**src/rtl/alu_share_arbiter.sv**
```systemverilog
// Round-robin arbiter sharing one combinational ALU between two requesters,
// with a one-entry registered response buffer tagged by requester ID.
module alu_share_arbiter #(
    parameter int MAX_LENGTH = 32,
    parameter int FUNC_SIZE  = 4,
    parameter int NOP_CMD    = 0,
    parameter int CNT_W      = 16
) (
    input  logic                  clk,
    input  logic                  rst_n,
    input  logic                  r0_valid,
    output logic                  r0_ready,
    input  logic [FUNC_SIZE-1:0]  r0_cmd,
    input  logic [MAX_LENGTH-1:0] r0_a,
    input  logic [MAX_LENGTH-1:0] r0_b,
    input  logic                  r1_valid,
    output logic                  r1_ready,
    input  logic [FUNC_SIZE-1:0]  r1_cmd,
    input  logic [MAX_LENGTH-1:0] r1_a,
    input  logic [MAX_LENGTH-1:0] r1_b,
    output logic [MAX_LENGTH-1:0] alu_valuein1,
    output logic [MAX_LENGTH-1:0] alu_valuein2,
    output logic [FUNC_SIZE-1:0]  alu_exe_cmd,
    input  logic [MAX_LENGTH-1:0] alu_result,
    output logic                  rsp_valid,
    input  logic                  rsp_ready,
    output logic                  rsp_id,
    output logic [MAX_LENGTH-1:0] rsp_data,
    output logic [CNT_W-1:0]      op_count
);

    typedef enum logic {EMPTY, FULL} state_t;

    state_t state;
    state_t next_state;
    logic   last_grant;
    logic   can_accept;
    logic   grant_valid;
    logic   grant_id;

    assign can_accept = (state == EMPTY) || rsp_ready;
    assign rsp_valid  = (state == FULL);

    // On a tie the requester that was not served last wins; readys stay low in reset.
    always_comb begin
        grant_valid = 1'b0;
        grant_id    = 1'b0;
        if (rst_n && can_accept) begin
            if (r0_valid && r1_valid) begin
                grant_valid = 1'b1;
                grant_id    = ~last_grant;
            end else if (r0_valid) begin
                grant_valid = 1'b1;
            end else if (r1_valid) begin
                grant_valid = 1'b1;
                grant_id    = 1'b1;
            end
        end
    end

    assign r0_ready = grant_valid && !grant_id;
    assign r1_ready = grant_valid && grant_id;

    always_comb begin
        alu_exe_cmd  = FUNC_SIZE'(NOP_CMD);
        alu_valuein1 = '0;
        alu_valuein2 = '0;
        if (grant_valid) begin
            alu_exe_cmd  = grant_id ? r1_cmd : r0_cmd;
            alu_valuein1 = grant_id ? r1_a : r0_a;
            alu_valuein2 = grant_id ? r1_b : r0_b;
        end
    end

    always_comb begin
        next_state = state;
        case (state)
            EMPTY: if (grant_valid) next_state = FULL;
            FULL:  if (rsp_ready && !grant_valid) next_state = EMPTY;
            default: next_state = EMPTY;
        endcase
    end

    always_ff @(posedge clk or negedge rst_n) begin
        if (!rst_n) begin
            state      <= EMPTY;
            rsp_id     <= 1'b0;
            rsp_data   <= '0;
            last_grant <= 1'b1;
            op_count   <= '0;
        end else begin
            state <= next_state;
            if (grant_valid) begin
                rsp_data   <= alu_result;
                rsp_id     <= grant_id;
                last_grant <= grant_id;
                if (op_count != {CNT_W{1'b1}}) begin
                    op_count <= op_count + 1'b1;
                end
            end
        end
    end

endmodule

```
**config.mk**
```make
export PLATFORM = sky130hd
export DESIGN_NAME = alu_share_arbiter
export DESIGN_NICKNAME = d
export VERILOG_FILES = /design/src/rtl/alu_share_arbiter.sv
export SDC_FILE = /design/constraint.sdc
export NUM_CORES = 1
export LEC_CHECK = 0
export ABC_AREA = 0
export CAP_MARGIN = 20
export CORE_AREA = 2 2 115 117
export CTS_CLUSTER_DIAMETER = 150
export CTS_CLUSTER_SIZE = 40
export DETAILED_ROUTE_END_ITERATION = 8
export DIE_AREA = 0 0 117 119
export PLACE_DENSITY = 0.66
export SETUP_SLACK_MARGIN = 0.05
export SLEW_MARGIN = 20
export SYNTH_ARGS = -nofsm -noshare
export SYNTH_HDL_FRONTEND = slang
export SYNTH_SLANG_ARGS = --single-unit
```
**constraint.sdc**
```tcl
create_clock -name clk -period 2 [get_ports clk]
set_clock_uncertainty 0.2 [all_clocks]
set_input_delay 0.4 -clock clk [delete_from_list [all_inputs] [get_ports clk]]
set_output_delay 0.4 -clock clk [all_outputs]
set_load 0.02 [all_outputs]
```
### Word level (Yosys, flattened, before mapping)

Cells that the tools add are included.

* memories: 0
* input port bits: 173
* memory bits (read-only): 0
* RAM bits: 0
* flip-flop bits (word level): 51
* bits in latches: 0

* shifts and indexed selects: 0
* multiply operators: 0
* divide/modulo/power cells: 0
* reduce and logical (&&, ||, !) cells: 9
* bitwise logic cells: 2
* magnitude comparators: 0
* add/sub/neg operators: 1
* multiplexer cells: 16
* eq/ne operators: 1

Operator list (number)
* two-way mux 32 bit: 4
* adder 16 x 1 -> 16 bit, second input constant: 1
* inequality test 16 bit, second input constant: 1
* two-way mux 1 bit: 9
* two-way mux 4 bit: 2
* logical AND 1 bit: 5
* zero test 1 bit: 2
* NOT 1 bit: 2
* case mux 1 bit (2 select lines): 1
* AND reduction 2 bit: 1
* logical OR 1 bit: 1

### Depth between registers and ports, before layout

Gate-level depths: netlist (run 1).

* depth after elaboration: 8
* gate-level depth with buffers: 6
* mapped depth without buffers: 5

### Least setup slack after synthesis (run 1)

No wires, ideal clock.

* path kind: input to output
* start point: in r1_valid
* end point: out alu_valuein1[24]
* cell stages on the path: 5
* arrival time: 1.645 ns
* data required time: 1.400 ns
* path slack: -0.245 ns
* path buffers: 2
* cell sequence: a21boi_0 > and3_1 > buf_2 > clkbuf_1 > a22o_1

* word-level cells in the longest chain between the ends: 6

RTL lines
* start, declared: RTL line 16 `input logic r1_valid,`
* two-way mux 1 bit: RTL line 54 `end else if (r1_valid) begin`
* two-way mux 1 bit: RTL line 52 `end else if (r0_valid) begin`
* two-way mux 1 bit: RTL line 49 `if (r0_valid && r1_valid) begin`
* two-way mux 1 bit: RTL line 48 `if (rst_n && can_accept) begin`
* two-way mux 32 bit: RTL line 70 `alu_valuein1 = grant_id ? r1_a : r0_a;`
* two-way mux 32 bit (*): RTL line 68 `if (grant_valid) begin`
* end, declared: RTL line 21 `output logic [MAX_LENGTH-1:0] alu_valuein1,`

Every way passes the cells marked *; elsewhere a longest branch is shown, timed or not.

### Worst setup path after layout (run 1)

* start point: reg last_grant
* end point: out alu_valuein2[13]

* word-level cells in the longest chain between the ends: 5

RTL lines
* start, declared: RTL line 36 `logic last_grant;`
* start signal, assigned: RTL line 96 `last_grant <= grant_id;`
* NOT 1 bit: RTL line 51 `grant_id = ~last_grant;`
* two-way mux 1 bit: RTL line 49
* two-way mux 1 bit: RTL line 48
* two-way mux 32 bit: RTL line 71 `alu_valuein2 = grant_id ? r1_b : r0_b;`
* two-way mux 32 bit: RTL line 68
* end, declared: RTL line 22 `output logic [MAX_LENGTH-1:0] alu_valuein2,`

Every way passes these cells.

==> results of run 1 <==
## worst register-to-register path, cell delays in order, from the launching register on
cell	delay, ns
dfrtp_2	0.42
nand2b_4	0.09
o211ai_1	0.09
buf_4	0.15
buf_4	0.13
buf_8	0.21
nor4_4	0.36
xor2_1	0.16
## what timing repair did
action                                 4_1_cts  5_1_grt
setup endpoints to repair                  128       82
cloned                                       7        2
setup buffers                               18       10
hold buffers                                 1        0
endpoints found under the hold margin       15        0
gates resized for setup                    457       44
pin swaps                                   10       33
## metrics by stage
stage	utilization [%]	instances	power [mW]	worst slack [ns]	hold slack [ns]
2_1_floorplan	-	308	2.42	-0.0119	-0.0956
3_3_place_gp	52.0	777	3.55	-1.10	0.228
3_5_place_dp	52.0	777	3.59	-1.16	0.223
4_1_cts	56.9	810	4.64	-0.496	0.0316
5_1_grt	58.1	816	4.88	-0.488	0.0715
6_report	58.1	816	4.64	-0.430	0.0141
## flip-flops by register name, summed over array words and instances (netlist names)
signal,count
rsp_data,32
rsp_valid,1
rsp_id,1
op_count,16
last_grant,1
## cells by family after synthesis
logic type	count (synthesis)
AOI/OAI and AO/OA	72
buffers and inverters	27
muxes	6
DFF	51
adders and majority gates	1
xor gates and xnor gates	13
and+or+nand+nor	138
## layer usage
layer	up-vias	wire, um	global-route usage, %	share of wire, %
li1	1757	-	-	-
met1	1781	5140	21.4	35
met2	160	7850	36.9	54
met3	29	1110	4.73	7.6
met4	0	486	6.40	3.3
met5	-	0	0	0
## area by class of cell
| class | instances | share of cell area (%) |
|---|---|---|
| flip-flops and latches | 51 | 17.2 |
| multi-input cells | 230 | 27.8 |
| diodes | 1 | 0.0334 |
| clock inverters | 1 | 0.100 |
| repair buffers | 347 | 49.8 |
| inverters | 3 | 0.150 |
| clock buffers | 7 | 2.04 |
| well taps | 176 | 2.94 |
## cells in the final DEF (no fill, tap or decap), types with 3 or more instances in the layout
| master | count |
|---|---|
| nor2_2 | 3 |
| clkdlybuf4s50_1 | 203 |
| buf_16 | 4 |
| a22o_4 | 59 |
| dlygate4sd2_1 | 11 |
| a22o_1 | 6 |
| xnor2_1 | 4 |
| xor2_1 | 9 |
| buf_12 | 10 |
| buf_8 | 6 |
| clkbuf_16 | 7 |
| inv_1 | 3 |
| dfrtp_2 | 7 |
| nor3_1 | 4 |
| nand2_1 | 103 |
| buf_4 | 23 |
| nand4_1 | 7 |
| buf_6 | 79 |
| dfrtp_1 | 43 |
| nor4_4 | 6 |
| dlymetal6s2s_1 | 4 |
## how the worst max path moves through the flow
stage               slack, ns       start          endpoint
floorplan               -0.01    r1_valid   alu_valuein1[0]
global placement        -1.10    r1_valid   alu_valuein2[4]
detailed placement      -1.16    r1_valid  alu_valuein2[21]
CTS                     -0.50  last_grant  alu_valuein2[15]
global route            -0.49  last_grant  alu_valuein2[13]
finish                  -0.43  last_grant  alu_valuein2[13]
## where the power goes
group	switching (mW)	leakage (nW)	internal, mW
Sequential	0.175	0.617	1.24
Clock	0.367	0.0761	0.532
Combinational	1.05	2.79	1.29
Total	1.59	3.48	3.06
## Yosys cell counts
master    count
a21o_1        2
o31ai_1       1
a22o_1       65
dfstp_2       1
buf_2        10
or3_1         1
o21ai_0       1
nand2_1     103
nand3_1       2
nor4_1        4
inv_1         3
or2_2         1
or4_1         1
nor4b_1       1
nor3_1        4
dfrtp_1      50
mux2i_1       3
mux2_2        2
xor2_1        9
clkbuf_1     14
nor3b_1       2
nor2_1        6
mux2_4        1
o211ai_1      1
nor4_4        1
o211a_1       1
nor2_2        1
ha_1          1
nand4_1       7
nand4_2       1
a21boi_0      1
nor4_2        1
xnor2_1       4
nand2b_1      1
and3_1        1
==> metrics.txt, run 1 <==
Area growth syn-to-layout=165%; io pins=293; Yosys reg bits=51; CTS tree=built; Die Span Y=119 um; crit path time final=between 2 and 2.5 ns; post-DP HPWL=11,200 um; fraction of layout cells with a size suffix above 1=between 30 and 40%; largest net degree at the start of global routing=50; H-tree levels=2; row count=42; Post-Syn Instances=about 300; TritonCTS Buffers=5; final wirelength=14,600 um; number of global-route vias before repair=~3.9k; dpl cell area=between 0.006 and 0.007 mm2; CTS max path bufs=2; mux cell area share after synthesis=roughly 2.4%; combinational family with the most area after synthesis=compound AO/OA/AOI/OAI gates; final hold vios=0; Crit path buffers/inverters=4; DRC Markers=0; Hold Path Class=in2async; GRT Residual Overflow=0; layout filler cell count=between 1k and 1.5k; post-route worst setup slack=-0.430 ns; Clk Latency, worst-skew pair=just under 0.3 ns; DR WL/cell=~18 um; Post-Syn Area=0.00282 mm2; slew margin rel.=a little over half; critical-path cell list=a21boi_2 -> and3_4 -> buf_6 -> buf_6 -> buf_16 -> a22o_4 -> buf_6; Core Region=0.0129 mm2; Yosys cell types=35; Seq. cell area=roughly 0.0013 mm2; worst stage delay on the critical path=approximately 0.54 ns; Startpoint Class=register; Synth area leader=dfrtp_1; Cell Pwr Density=between 600 and 700 mW/mm2; initial core utilization=between 20% and 30%; Worst EP required=1.40 ns; Critical R2R Capture=op_count[6]; final setup fails=70; most frequent CP cell=buf_6; area of the multi-input gates=between 0.002 and 0.0025 mm2; Pleak=3.48 nW; sequential fraction of the synthesis area=45.2%; antenna violations before repair=1; max-slew violations=0; syn_area_per_cell=around 9.2 um2; RD Place Congestion=slightly below 0.8; fmax=roughly 400 MHz; Critical Path AT=roughly 1.8 ns; Levels on crit path=7; Reg2Reg Depth=7; Final period util=122%; RSZ-0062 raised after global routing=true; reg2reg setup slack=about 0.12 ns; syn nets=between 400 and 500; via count=~3.7k; Slowest cell on crit path=dfstp_2; Synth area leaders=dfrtp_1, a22o_1, nand2_1; reg2reg start=rsp_valid; Initial DRC Count=118; total negative setup slack=-24.32 ns; post-synth top area share=between 40% and 50%; CTS sink count=~50; die area=0.0139 mm2; post-route ant nets=0; nets@finish=around 810; Peak supply drop=626 uV; result of the run=finished, violations left; Max-cap violations=0; Overall Global Routing Usage=approximately 20%; first-pass GRT wire length=21,200 um; Worst Tran Pin Value=roughly 0.7 ns; Pre-Repair DR Iteration Count=4; post-route cell area=0.00748 mm2; xor and xnor area share after synthesis=around 4%; CP top delay family=flip-flops; crit-path max FO=6; die width=about 120 um; Synth Area in Simple Gates=21.8%; Warnings, synthesis=0; post-synthesis compound-gate area fraction=between 20% and 30%; Worst Setup Path Type=reg2out; Worst Setup End Kind=primary output; failing checks=negative setup slack; Root Buffer=clkbuf_16; Vias/cell=about 4.6; IO Port Bufs=~290; CTS clk-pin slew, worst paths=0.07 ns; Post-Synth Adder-Cell Area=less than 1%
Power figures use the tool's default switching activity.
==> run 2: changes to the inputs <==
--- a/config.mk
+++ b/config.mk
@@ -6,10 +6,10 @@
 export NUM_CORES = 1
 export LEC_CHECK = 0
 export ABC_AREA = 0
+export ABC_CLOCK_PERIOD_IN_PS = 2000
 export CAP_MARGIN = 20
 export CORE_AREA = 2 2 115 117
 export CTS_CLUSTER_DIAMETER = 150
-export CTS_CLUSTER_SIZE = 40
 export DETAILED_ROUTE_END_ITERATION = 8
 export DIE_AREA = 0 0 117 119
 export PLACE_DENSITY = 0.66
==> results of run 2 <==
No change in the layout: final DEF, timing and power equal those of run 1.
==> run 3: changes to the inputs <==
==> constraint.sdc (replaced) <==
create_clock -name clk -period 2 [get_ports clk]
set_clock_uncertainty 0.2 [all_clocks]
set_input_delay 0.3 -clock clk [delete_from_list [all_inputs] [get_ports clk]]
set_output_delay 0.3 -clock clk [all_outputs]
set_load 0.02 [all_outputs]
==> run 3 against run 2 <==
  * The flow still finishes with violations (negative setup slack)
  * Routed wire length increased by 12%
  * Via count grew 3.3%
  * Worst hold slack better by 0.26 ns
  * Register-to-register slack hardly changed
  * Highest routed layer is now met5
  * Sequential share of layout area down 0.43 points
==> metrics.txt, run 3 (synthesis results as in run 1) <==
final setup fails=70; crit-path max FO=6; post-route ant nets=0; CTS tree=built; Critical R2R Capture=op_count[15]; Critical Path AT=approximately 1.9 ns; final wirelength=between 15,000 and 20,000 um; Root Buffer=clkbuf_16; Peak supply drop=around 540 uV; Pre-Repair DR Iteration Count=4; slew margin rel.=roughly 76%; first-pass GRT wire length=~23,000 um; Clk Latency, worst-skew pair=0.29 ns; Worst Tran Pin Value=between 0.3 and 0.4 ns; number of global-route vias before repair=around 4.1k; HP Start=rsp_data[11]; IO Port Bufs=around 290; most common cell after layout, fill and taps aside=clkdlybuf4s50_1; RSZ-0062 raised after global routing=true; failing checks=negative setup slack; Hold Path Class=reg2reg; Cell Pwr Density=between 600 and 700 mW/mm2; CTS sink count=slightly above 50; post-route worst setup slack=-0.354 ns; Final period util=118%; CTS max path bufs=2; most frequent CP cell=buf_16; Hold Slack=about 0.27 ns; Worst Setup End Kind=primary output; total negative setup slack=-17.95 ns; io pins=between 200 and 300; hold endpoint=rsp_data[11]; crit path time final=approximately 2.4 ns; largest net degree at the start of global routing=between 40 and 50; via count=3,851; layout filler cell count=~1.1k; Largest register FFs=32; DRC Markers=0; max-slew violations=0; Worst Setup Path Type=reg2out; fmax=roughly 420 MHz; Initial DRC Count=115; CTS clk-pin slew, worst paths=0.07 ns; row count=between 40 and 50; Worst EP required=about 1.5 ns; Hold Path Cell Cnt=2; DR WL/cell=just under 20 um; final hold vios=0; critical-path cell list=a21boi_2 -> and3_4 -> buf_12 -> buf_16 -> buf_16 -> a22o_4 -> buf_6; Slowest cell on crit path=dfstp_2; worst stage delay on the critical path=about 0.54 ns; antenna violations before repair=2; die area=0.0139 mm2; Biggest register=rsp_data; fraction of layout cells with a size suffix above 1=between 30% and 40%; TritonCTS Buffers=5; GRT Residual Overflow=0; reg2reg start=op_count[7]; reg2reg setup slack=approximately 0.11 ns; Max-cap violations=0; post-DP HPWL=between 10,000 and 15,000 um; RD Place Congestion=between 0.8 and 0.9; Vias/cell=~4.6; Die Span Y=~120 um; Core Region=between 0.01 and 0.015 mm2; Overall Global Routing Usage=a little over a fifth; result of the run=finished, violations left; most frequent cells in the layout=clkdlybuf4s50_1, nand2_1, buf_6; Largest regs=rsp_data (32), op_count (16); Startpoint Class=register; Area growth syn-to-layout=171%; initial core utilization=about 22%; die width=117 um; Pleak=~3.5 nW; Reg2Reg Depth=4; H-tree levels=2; nets@finish=826
## run 3: what timing repair did
| item | CTS | global route |
|---|---|---|
| endpoints found under the setup margin | 117 | 118 |
| setup buffers | 15 | 6 |
| gates resized for setup | 429 | 44 |
| hold buffers | 1 | 0 |
| pin swaps | 44 | 30 |
| cloned | 9 | 3 |
| endpoints found under the hold margin | 50 | 0 |
## run 3: final cells by class
cell class / count / area, um2 / area share (%)
clock buffer: 7 / 143 / 1.86
timing repair buffer: 361 / 3970 / 51.8
sequential: 51 / 1280 / 16.8
multi-input combinational: 230 / 2020 / 26.4
clock inverter: 1 / 8.76 / 0.114
antenna: 2 / 5.00 / 0.0654
inverter: 3 / 11.3 / 0.147
tap: 176 / 220 / 2.88
## run 3: critical path, delay by kind of cell (launching register included)
family	cells	cell delay, ns
AOI/OAI and AO/OA	2	0.29
buffers and inverters	4	0.54
DFF	1	0.54
and+or+nand+nor	1	0.19
## run 3: worst max path at each step
stage                     from          endpoint  slack [ns]
finish              last_grant   alu_valuein1[3]       -0.35
global route        last_grant  alu_valuein1[30]       -0.40
CTS                 last_grant  alu_valuein1[10]       -0.41
detailed placement    r1_valid  alu_valuein1[16]       -0.88
global placement      r1_valid  alu_valuein1[10]       -0.85
floorplan            rsp_valid  alu_valuein1[10]        0.01
## run 3: stage by stage
stage	area (um2)	setup WS, ns	cells	power (mW)	util (%)
after CTS	7470	-0.413	827	4.76	58.0
after floorplan	3250	0.0107	308	2.34	-
after detailed placement	6690	-0.875	794	3.64	52.0
after global placement	6690	-0.850	794	3.60	52.0
after global routing	7650	-0.404	831	5.02	59.4
final	7650	-0.354	831	4.79	59.4
## run 3: where the power goes
part | switching [mW] | internal (mW)
clock network | 0.367 | 0.501
logic | 1.12 | 1.41
registers | 0.149 | 1.23
total | 1.64 | 3.15
## run 3: per-layer routing
metal / track usage, % / part of all wire [%] / vias to the layer above
met5: 0 / 0.079 / -
met1: 23.8 / 36 / 1856
met2: 39.2 / 52 / 168
met3: 6.16 / 8.5 / 36
met4: 8.24 / 3.1 / 2
li1: - / - / 1789
